===== config.mk =====
export PLATFORM = sky130hd
export DESIGN_NAME = nibble_serial_add_ctrl
export DESIGN_NICKNAME = d
export VERILOG_FILES = /design/src/rtl/nibble_serial_add_ctrl.sv
export SDC_FILE = /design/constraint.sdc
export NUM_CORES = 1
export LEC_CHECK = 0
export BUFFER_PORTS_ARGS = -buffer_cell sky130_fd_sc_hd__buf_2
export CORE_MARGIN = 8
export CORE_UTILIZATION = 49
export CTS_CLUSTER_DIAMETER = 100
export DETAILED_ROUTE_END_ITERATION = 7
export GPL_TIMING_DRIVEN = 0
export PLACE_DENSITY = 0.85
export SLEW_MARGIN = 15
export SYNTH_ARGS = -nofsm -noshare
export SYNTH_HDL_FRONTEND = slang
export SYNTH_SLANG_ARGS = --single-unit

===== constraint.sdc =====
create_clock -name clk -period 2.2 [get_ports clk]
set_clock_uncertainty 0.1 [all_clocks]
set_input_delay 0.44 -clock clk [delete_from_list [all_inputs] [get_ports clk]]
set_output_delay 0.44 -clock clk [all_outputs]
set_load 0.1 [all_outputs]

===== src/rtl/nibble_serial_add_ctrl.sv =====
// Nibble-serial wide adder sequencer driving an external 4-bit adder, one nibble per clock.
// Optional subtract mode (input port sub) is compiled in when SUB_EN is defined.
module nibble_serial_add_ctrl #(
    parameter int NIBBLES = 4
) (
    input  logic                   clk,
    input  logic                   rst_n,
    input  logic                   start,
    input  logic [4*NIBBLES-1:0]   op_a,
    input  logic [4*NIBBLES-1:0]   op_b,
    input  logic                   cin_in,
`ifdef SUB_EN
    input  logic                   sub,
`endif
    output logic                   busy,
    output logic                   done,
    output logic [4*NIBBLES-1:0]   result,
    output logic                   cout,
    output logic [3:0]             add_a,
    output logic [3:0]             add_b,
    output logic                   add_cin,
    input  logic [3:0]             add_sum,
    input  logic                   add_carry
);

    localparam int W     = 4 * NIBBLES;
    localparam int IDX_W = (NIBBLES > 1) ? $clog2(NIBBLES) : 1;

    typedef enum logic [1:0] {IDLE, RUN, FIN} state_t;

    state_t             state;
    logic [W-1:0]       a_reg;
    logic [W-1:0]       b_reg;
    logic [W-1:0]       acc;
    logic [W-1:0]       acc_nxt;
    logic               carry_reg;
    logic [IDX_W-1:0]   idx;
    logic               last;

    assign last = (idx == IDX_W'(NIBBLES - 1));

    // Accumulator with the current nibble merged in, so the final edge can publish it whole
    always_comb begin
        acc_nxt              = acc;
        acc_nxt[4*idx +: 4]  = add_sum;
    end

    // Adder inputs decode only registered state; nothing from start/op_* reaches them
    always_comb begin
        add_a   = 4'd0;
        add_b   = 4'd0;
        add_cin = 1'b0;
        if (state == RUN) begin
            add_a   = a_reg[4*idx +: 4];
            add_b   = b_reg[4*idx +: 4];
            add_cin = carry_reg;
        end
    end

    always_ff @(posedge clk or negedge rst_n) begin
        if (!rst_n) begin
            state     <= IDLE;
            busy      <= 1'b0;
            done      <= 1'b0;
            result    <= '0;
            cout      <= 1'b0;
            a_reg     <= '0;
            b_reg     <= '0;
            acc       <= '0;
            carry_reg <= 1'b0;
            idx       <= '0;
        end else begin
            case (state)
                IDLE: begin
                    done <= 1'b0;
                    if (start) begin
                        a_reg <= op_a;
`ifdef SUB_EN
                        b_reg     <= sub ? ~op_b : op_b;
                        carry_reg <= sub ? 1'b1 : cin_in;
`else
                        b_reg     <= op_b;
                        carry_reg <= cin_in;
`endif
                        acc   <= '0;
                        idx   <= '0;
                        busy  <= 1'b1;
                        state <= RUN;
                    end
                end
                RUN: begin
                    acc       <= acc_nxt;
                    carry_reg <= add_carry;
                    if (last) begin
                        result <= acc_nxt;
                        cout   <= add_carry;
                        done   <= 1'b1;
                        idx    <= '0;
                        state  <= FIN;
                    end else begin
                        idx <= idx + 1'b1;
                    end
                end
                FIN: begin
                    done  <= 1'b0;
                    busy  <= 1'b0;
                    state <= IDLE;
                end
                default: begin
                    done  <= 1'b0;
                    busy  <= 1'b0;
                    state <= IDLE;
                end
            endcase
        end
    end

endmodule


# Word-level counts from Yosys, hierarchy flattened
# Index checks and enable logic that the tools add are counted.
# classes
multipliers	0
mux	18
n_reduce_logical	7
order_cmp	0
n_shift	4
n_div	0
bitwise_logic	1
addsub	2
eq_ne	4
# op_table
operator	count
$neg 4->34	1
$shift 4x34->16 const A	1
$shiftx 4x34->16	1
$pmux 16 s2	1
$shiftx 16x5->4	2
$bwmux 16	1
$mux 16	1
$reduce_and 2->1	5
$mux 2	4
$mux 4	2
$pmux 2 s2	2
$mux 1	5
$ne 2x2->1 const B	2
$pmux 1 s2	2
$add 2x1->2 const B	1
$eq 2x1->1 const B	1
$eq 2x2->1 const B	1
$logic_not 2->1	1
$reduce_bool 2->1	1
$not 1->1	1
# word_totals
mem_bits_ro	0
elab_cells	46
inputBits	41
n_memories	0
ff_bits	72
ram_bits	0
latch_bits	0

# Longest topological paths before layout
# Gate-level depths: netlist of run 1.
# logic_depth
depth_word	4
depth_mapped	7
ltp_nobuf	5

# Least setup slack after synthesis of run 1
# No wires, ideal clock.
# synth_timing
kind	register to output
start	register idx[0]
end	output add_a[1]
slack_ps	-74
t_arrival_ps	1734
stages_incl_launch_ff	5
path_cell_list	dfrtp_1 buf_6 buf_8 mux4_2 and2_1
# synth_between
elab_chain_cells	2
# synth_rtl
item	line_no	source
start: declaration	37	logic [IDX_W-1:0] idx;
start signal: assignment	101	idx <= idx + 1'b1;
$shiftx 16x5->4	54	add_a = a_reg[4*idx +: 4];
$mux 4	53	if (state == RUN) begin
end: declaration	19	output logic [3:0] add_a,
# No other way between the ends.

# Final worst setup path of run 1
# layout_timing
start	register idx[0]
end	output add_a[2]
# Same word-level chain as after synthesis.

==> impl_results.md, run 1 <==
* Antenna Cells at 0
* Max cap viols at 0
* DR vias/cell at 5.62
* Worst path max stage delay at 0.48 ns
* Port Buffers at just under 70
* Post-Syn Area at ~3400 um2
* Initial antenna violation count at 0
* First-pass DRT Iterations at 4
* First-pass GRT wire length at between 10000 and 15000 um
* Final-report setup violation count at 12
* Core box area at 6760 um2
* Class of the worst hold path: in -> reg
* Final Instance Area at roughly 4400 um2
* Post-Syn Area per Cell at 13.0 um2
* Root Buffer: clkbuf_8
* Layout cells sized above 1 at approximately 48%
* Worst-margin pin slew at approximately 0.5 ns
* CP delay by family, top: multiplexers
* FMAX at roughly 430 MHz
* Die Ht at approximately 99 um
* Synth cell types at 38
* Busiest layer in global routing: met2
* Clock latency on the worst-skew pair at 0.34 ns
* CTS H-tree lvls at 3
* Grt ovf at 0
* Vias at between 2k and 2.5k
* Most common cell after layout, fill and taps aside: dfrtp_1
* I/O pin cnt at between 60 and 70
* CP Cell Sequence: buf_6, buf_8, mux4_2, and2_4, buf_12
* 1st-iter DRT viols at between 100 and 150
* Yosys warning total at 0
* Critical Path Source Type: register
* Area leader, netlist: dfrtp_1
* Critical Path RT at around 1.7 ns
* TritonCTS buffer count at 9
* Pre-CTS setup slack at -0.409 ns
* Post-Syn Nets at between 300 and 400
* Post-Synthesis Cells at between 200 and 300
* WL/cell at 18.5 um
* DRC Markers at 0
* Sequential fraction of the synthesis area at between 50% and 60%
* Final hold vios at 0
* Met3 GRT Util at 5.66%
* Slew Limit Fails at 0
* Final std cells w/o fill at 439
* CTS tree: done
* Failing checks: negative setup slack
* Nets at 401
* Outcome: finished, violations left
* Routed wire length at 8110 um
* Site Rows at 30
* Area delta synth->final at 30.5%
* Commonest cells after routing, fill and taps aside: 72 x dfrtp_1, 62 x buf_2, 33 x mux2_2
* Met1 usage at 21.3%
* Min Tclk post-route at 2.35 ns
* Post-route setup TNS at -1.13 ns
* Post-route clock period utilization at 107%
* Post-placement cell count at 409
* #FFs+latches synth at 72
* Crit Path Class: reg -> out
* Detail Placement HPWL at roughly 5400 um
* Area share of the largest cell type after synthesis at 53.2%
* Clk buf depth at 2
* Remaining antenna violation count at 0
* Clk sinks at 72
* Die Wd at between 90 and 100 um
* Die area at slightly below 10000 um2
* Worst-path clk slew at approximately 0.08 ns
* Relative slew margins at between 60% and 70%
* Crit. End Element: primary output
* Cell Area, Placed at slightly below 4000 um2
* Met2 Use GR at roughly 27%
* All-layer global routing usage at between 10% and 20%
* Starting density of the core at around 50%
* Ranking of synthesized cells by area: dfrtp_1 53%, mux2_2 11%, mux4_1 4.7%
* Number of buffers and inverters on the critical path at 3
* Worst Path Arrival at ~1.8 ns
* Final WS setup at -0.153 ns
* RePlAce Congestion at ~0.77
* Largest net degree at the start of global routing at between 60 and 70
* Crit path max fanout at 5
* Slowest CP cell: mux4_2
* RSZ-0062 raised after global routing: true
* Vias in the first global route at roughly 2.6k
* Fillers at just over 500
stage by stage:
stage          hold WS [ns]  util [%]
2_1_floorplan        0.0444         -
3_3_place_gp          0.360      56.8
3_5_place_dp          0.185      57.3
4_1_cts               0.205      64.6
5_1_grt               0.211      65.5
6_report              0.220      65.5
path summary, 6_finish.rpt:
kind,start,end,slack [ns],depth (start not counted)
worst max register to register,idx[0],acc[8],-0.04,9
worst max-delay path,idx[0],add_a[2],-0.15,5
worst min-delay path,op_a[4],a_reg[4],0.22,2
min in group asynchronous,rst_n,result[7],0.36,2
max in group asynchronous,rst_n,b_reg[8],1.11,3
worst min register to register,carry_reg,carry_reg,0.38,2
synthesized netlist by cell type:
library cell / instances
a31oi_1: 4
mux4_2: 2
buf_1: 1
clkbuf_1: 2
inv_1: 10
a22o_1: 4
a32o_1: 12
mux2_2: 33
a22oi_1: 1
and2_1: 10
and2b_2: 1
nand2b_4: 1
nand2_1: 7
dfrtp_1: 72
and3b_1: 1
buf_6: 4
buf_4: 2
and3_1: 2
buf_8: 1
nand4_1: 4
a21o_1: 4
o21ai_0: 9
ha_1: 6
nand2b_1: 5
a21oi_1: 8
and3_2: 1
nor2b_2: 1
o22ai_1: 1
nor3b_2: 2
and4_1: 8
o31ai_1: 2
mux4_1: 6
nor2_1: 13
nor2_2: 1
o21bai_1: 1
buf_2: 5
nor2b_1: 5
o22a_1: 8
final cells by class:
class                   instances  area (um2)  area share, %
clock inverters                 6        91.3           2.07
flip-flops and latches         72        1800           40.7
well taps                      80         100           2.26
multi-input cells             163        1490           33.6
repair buffers                 84         632           14.3
plain buffers                  14         133           3.00
inverters                      10        41.3          0.934
clock buffers                  10         138           3.11
layer usage:
metal,routed length [um],share of wire [%],up-vias
met5,0,0,-
met4,136,1.7,0
met3,548,6.8,10
met2,3970,49,76
met1,3450,43,1228
li1,-,-,1151
worst reg2reg max path: stages, from the launching register on:
cell and delay, ns:
dfrtp_1 0.39, buf_6 0.16, buf_8 0.12, buf_4 0.13, clkinvlp_4 0.14, ha_4 0.32, nor3b_4 0.29, buf_6 0.16
and3_4 0.20, a32o_1 0.17
cells by family (layout without fill, tap and decap cells):
logic type / after synthesis / after routing / share of synthesized area [%]
AND/OR/NAND/NOR: 62 / 62 / 11.4
flip-flops: 72 / 72 / 53.2
multiplexers: 41 / 41 / 16.9
adder cells (fa/ha/maj): 6 / 6 / 2.22
AO/OA/AOI/OAI: 54 / 54 / 11.9
buffers and inverters: 25 / 124 / 4.39
repair_timing:
item / 4_1_cts / 5_1_grt
pin swaps: 5 / 8
endpoints found under the hold margin: 9 / 0
gates cloned: 1 / 0
hold buffers: 1 / 0
setup buffers: 8 / 5
resized for setup: 61 / 8
setup endpoints to repair: 41 / 33
Power of run 1 is not shown: default switching activity piles up to over one toggle a cycle in this logic, so the estimate is an artifact.
==> inputs of run 2 (changes only) <==
- CORE_UTILIZATION: 49 -> 40
- PLACE_DENSITY: 0.85 -> 0.74
==> run 2 against run 1 <==
Compared with the run above: the flow still finishes with violations (negative setup slack); maximum frequency fell by 1.0%; cell count grew 6.6%; count of clock-buffer cells in the layout grew 1; global-route usage is 2.2 points lower; non-clock buffer count rose by 4; cell area increased by 1.6%.
==> impl_results.md, run 2 (synthesis gave the netlist of run 1 again) <==
* Vias at 2504 (+1.6%)
* TritonCTS buffer count at 9 (unchanged)
* Final WS setup at -0.177 ns (-0.0242 ns)
* Nets at 405 (+1.0%)
* Final Instance Area at 4500 um2 (+1.6%)
* Vias in the first global route at 2682 (+2.0%)
* Worst Path Arrival at 1.84 ns (+0.03 ns)
* Max cap viols at 0 (unchanged)
* Worst-margin pin slew at 0.510 ns (+0.00925 ns)
* Antenna Cells at 0 (unchanged)
* Relative slew margins at 66.2% (-0.61 points)
* Class of the worst hold path: in -> reg
* Starting density of the core at 41.2% (-8.9 points)
* Commonest cells after routing, fill and taps aside: 72 x dfrtp_1, 62 x buf_2, 33 x mux2_2
* Most common cell after layout, fill and taps aside: dfrtp_1
* Final hold slack at 0.217 ns (-0.00296 ns)
* Port Buffers at 68 (unchanged)
* Crit Path Class: reg -> out
* Layout cells sized above 1 at 49.0% (+0.85 points)
* Crit. End Element: primary output
* Die Ht at 108 um (+9.0%)
* Hold Path Depth at 2 (unchanged)
* Fillers at 684 (+34%)
* Root Buffer: clkbuf_8
* Worst-path clk slew at 0.08 ns (about the same)
* Die area at 11700 um2 (+19%)
* Final-report setup violation count at 8 (-4)
* Area delta synth->final at 32.7%
* Grt ovf at 0 (unchanged)
* First-pass GRT wire length at 13800 um (+3.1%)
* DRC Markers at 0 (unchanged)
* Detail Placement HPWL at 5740 um (+6.8%)
* I/O pin cnt at 69 (unchanged)
* Remaining antenna violation count at 0 (unchanged)
* FMAX at 421 MHz (-1.0%)
* Cell Area, Placed at 3900 um2 (+0.81%)
* Post-route clock period utilization at 108% (+1.1 points)
* CTS tree: done
* Largest net degree at the start of global routing at 62 (-3.1%)
* RePlAce Congestion at 0.787 (+2.1%)
* Routed wire length at 8660 um (+6.8%)
* Crit path max fanout at 8 (+3)
* Final hold vios at 0 (unchanged)
* Worst R2R Path Depth at 9 (unchanged)
* Slew Limit Fails at 0 (unchanged)
* All-layer global routing usage at 15.0% (-2.2 points)
* Outcome: finished, violations left
* Core box area at 8220 um2 (+22%)
* 1st-iter DRT viols at 77 (-30%)
* RSZ-0062 raised after global routing: true
* DR vias/cell at 5.35 (-4.7%)
* Die Wd at 108 um (+9.0%)
* Critical Path RT at 1.66 ns (about the same)
* Critical Path Source Type: register
* Clk sinks at 72 (unchanged)
* Site Rows at 33 (+10%)
* First-pass DRT Iterations at 5 (+1)
* Min Tclk post-route at 2.38 ns (+0.0242 ns)
* WL/cell at 18.5 um (+0.14%)
* CTS H-tree lvls at 3 (unchanged)
* Failing checks: negative setup slack
* Initial antenna violation count at 0 (unchanged)
* Clock latency on the worst-skew pair at 0.35 ns (about the same)
* Clk buf depth at 2 (unchanged)
[run 2: changes by cell type in the layout (fill, tap and decap cells not counted), moves of 2 or more]
cell / previous run / this run
mux4_2: 6 / 8
clkinvlp_4: 4 / 1
mux4_1: 2 / 0
buf_4: 13 / 17
buf_6: 9 / 7
[run 2: path summary, 6_finish.rpt]
kind                            startpoint        end  slack (ns)
worst max-delay path                idx[0]   add_a[1]       -0.18
worst min-delay path               op_b[0]   b_reg[0]        0.22
worst max register to register      idx[0]     acc[6]        0.02
worst min register to register   carry_reg  carry_reg        0.38
max in group asynchronous            rst_n  b_reg[10]        1.07
min in group asynchronous            rst_n  result[8]        0.37
[run 2: cell type report]
cell class,instances,area [um2],share of cell area [%]
multi-input cells,163,1480,33.0
repair buffers,87,664,14.8
well taps,105,131,2.92
plain buffers,15,136,3.03
flip-flops and latches,72,1800,40.1
clock inverters,5,86.3,1.92
clock buffers,11,151,3.37
inverters,10,41.3,0.918
[run 2: per-stage QoR]
stage | setup WS (ns) | util, % | cells | TNS, ns
3_3_place_gp | -0.398 | 47.1 | 433 | -9.95
6_report | -0.177 | 54.7 | 468 | -0.984
2_1_floorplan | 0.144 | - | 260 | 0
4_1_cts | -0.201 | 53.5 | 461 | -1.26
3_5_place_dp | -0.516 | 47.5 | 434 | -12.55
5_1_grt | -0.253 | 54.7 | 468 | -2.12
[run 2: what timing repair did]
action                                  4_1_cts  5_1_grt
endpoints found under the hold margin        11        0
resized for setup                            56       14
cloned                                        0        1
hold buffers                                  1        0
buffers inserted                             10        6
endpoints found under the setup margin       41       31
pin swaps                                     7        6
[run 2: worst max-delay path, stage by stage, from the launching register on]
cell and delay [ns]:
dfrtp_1 0.37, buf_6 0.16, buf_8 0.12, mux4_2 0.50, and2_4 0.18, buf_12 0.16
[run 2: layer usage]
metal,vias up,part of all wire (%),GRT usage [%]
met4,0,1.1,4.96
met1,1265,43,17.9
li1,1151,-,-
met2,78,48,24.0
met5,-,0,0
met3,10,8.1,6.31
Power of run 2 is left out for the same reason.
==> inputs of run 3 (changes only) <==
- PLACE_DENSITY: 0.74 -> 0.71
- clock period: 2.2 -> 2.5 ns (I/O delays scaled with it)
==> run 3 against run 2 <==
Compared with the run above: the run now ends clean; via count fell by 2.4%; critical path depth fell by 1; flip-flop and latch count did not move; cell area fell by 5.8%; global-route usage barely moved; routed wire length fell by 4.3%; cell count fell by 2.4%; first-iteration DRC count rose by 18%.
==> impl_results.md, run 3 (synthesis gave the netlist of run 1 again) <==
* Sequential cell area at 1800 um2 (unchanged)
* Largest net degree at the start of global routing at 62 (unchanged)
* Port Buffers at 68 (unchanged)
* Max cap viols at 0 (unchanged)
* Worst-margin pin slew at 0.502 ns (-0.00750 ns)
* Grt ovf at 0 (unchanged)
* Starting density of the core at 41.2% (unchanged)
* CP Cell Sequence: buf_2, mux4_1, and2_1, buf_6
* Slowest CP cell: mux4_1
* Final-report setup violation count at 0 (-8)
* Antenna Cells at 0 (unchanged)
* CTS H-tree lvls at 3 (unchanged)
* First-pass DRT Iterations at 4 (-1)
* Site Rows at 33 (unchanged)
* Relative slew margins at 66.7% (+0.50 points)
* Clk buf depth at 2 (unchanged)
* DRC Markers at 0 (unchanged)
* Critical Path Source Type: register
* Die Ht at 108 um (unchanged)
* Initial antenna violation count at 0 (unchanged)
* Commonest cells after routing, fill and taps aside: 72 x dfrtp_1, 64 x buf_2, 33 x mux2_2
* Nets at 394 (-2.7%)
* Remaining antenna violation count at 0 (unchanged)
* Clock latency on the worst-skew pair at 0.34 ns (about the same)
* Core box area at 8220 um2 (unchanged)
* Class of the worst hold path: in -> reg
* Crit. End Element: primary output
* Routed wire length at 8290 um (-4.3%)
* WL/cell at 18.1 um (-2.0%)
* Final hold vios at 0 (unchanged)
* Detail Placement HPWL at 5750 um (+0.31%)
* First-pass GRT wire length at 13500 um (-2.3%)
* Die area at 11700 um2 (unchanged)
* TritonCTS buffer count at 9 (unchanged)
* RePlAce Congestion at 0.779 (-0.97%)
* Worst path max stage delay at 0.55 ns (+0.05 ns)
* Die Wd at 108 um (unchanged)
* 1st-iter DRT viols at 91 (+18%)
* Min Tclk post-route at ~2.5 ns
* CTS tree: done
* RSZ-0062 raised after global routing: true
* Fillers at 708 (+3.5%)
* FMAX at approximately 410 MHz
* Multi-input logic area at 1450 um2 (-1.9%)
* Root Buffer: clkbuf_8
* Crit Path Class: reg -> out
* Critical Path RT at 1.90 ns (+0.24 ns)
* DR vias/cell at 5.35 (about the same)
* Clk sinks at 72 (unchanged)
* All-layer global routing usage at 15.0% (-0.040 points)
* Vias at 2445 (-2.4%)
* Worst-path clk slew at 0.08 ns (about the same)
* Most common cell after layout, fill and taps aside: dfrtp_1
* Post-route setup TNS at 0 ns (+0.984 ns)
* I/O pin cnt at 69 (unchanged)
* Worst Path Arrival at 1.87 ns (+0.03 ns)
* Crit path max fanout at 4 (-4)
* Outcome: finished clean
* Vias in the first global route at 2645 (-1.4%)
* Post-route clock period utilization at a little over nine tenths
* Layout cells sized above 1 at 42.0% (-7.0 points)
* Area delta synth->final at 25.0%
* Slew Limit Fails at 0 (unchanged)
run 3: cell count changes in the layout (fill, tap and decap cells not counted), moves of 3 or more:
| cell | delta |
|---|---|
| and2_1 | +7 |
| and2_4 | -6 |
| and3_4 | -3 |
| buf_12 | -7 |
| buf_4 | -8 |
| buf_6 | +4 |
| mux4_1 | +6 |
| mux4_2 | -6 |
run 3: worst paths after layout:
path	cells past startpoint	from	slack, ns	end
worst max-delay path	4	idx[0]	0.03	add_b[3]
worst min-delay path	2	op_b[9]	0.28	b_reg[9]
worst max register to register	6	idx[1]	0.18	acc[8]
worst min register to register	2	carry_reg	0.39	carry_reg
max in group asynchronous	3	rst_n	1.32	a_reg[4]
min in group asynchronous	2	rst_n	0.44	result[9]
run 3: per-stage QoR:
step / util [%] / instance area [um2] / hold WS, ns / worst slack, ns / cells
floorplan: - / 3390 / 0.104 / 0.166 / 260
global placement: 47.0 / 3860 / 0.360 / -0.0808 / 433
detailed placement: 47.3 / 3890 / 0.260 / -0.171 / 434
CTS: 51.3 / 4210 / 0.263 / -0.00145 / 455
global route: 51.5 / 4240 / 0.267 / -0.0320 / 457
finish: 51.5 / 4240 / 0.278 / 0.0329 / 457
run 3: per-layer routing:
layer	vias to the layer above	routed length, um	global-route usage [%]
met5	-	0	0
met4	0	150	6.24
met3	15	628	5.89
met2	67	4020	23.9
met1	1218	3480	17.6
li1	1145	-	-
run 3: repair_timing:
action                     4_1_cts  5_1_grt
pin swaps                        2        0
hold buffers                     1        0
buffers inserted                 3        2
cloned                           1        0
setup endpoints to repair       25       16
hold endpoints to repair        11        0
resized for setup               28        2
run 3: layout make-up:
class / instances / area share (%)
Sequential cell: 72 / 42.5
Multi-Input combinational cell: 163 / 34.3
Timing Repair Buffer: 76 / 11.7
Clock buffer: 11 / 3.34
Tap cell: 105 / 3.10
Buffer: 15 / 2.75
Clock inverter: 5 / 1.33
Inverter: 10 / 0.886
run 3: critical path, delay by kind of cell (launching register included):
family                 cells  cell delay, ns
and+or+nand+nor            1            0.18
muxes                      1            0.55
DFF                        1            0.41
buffers and inverters      2            0.39
Power of run 3 is left out for the same reason.
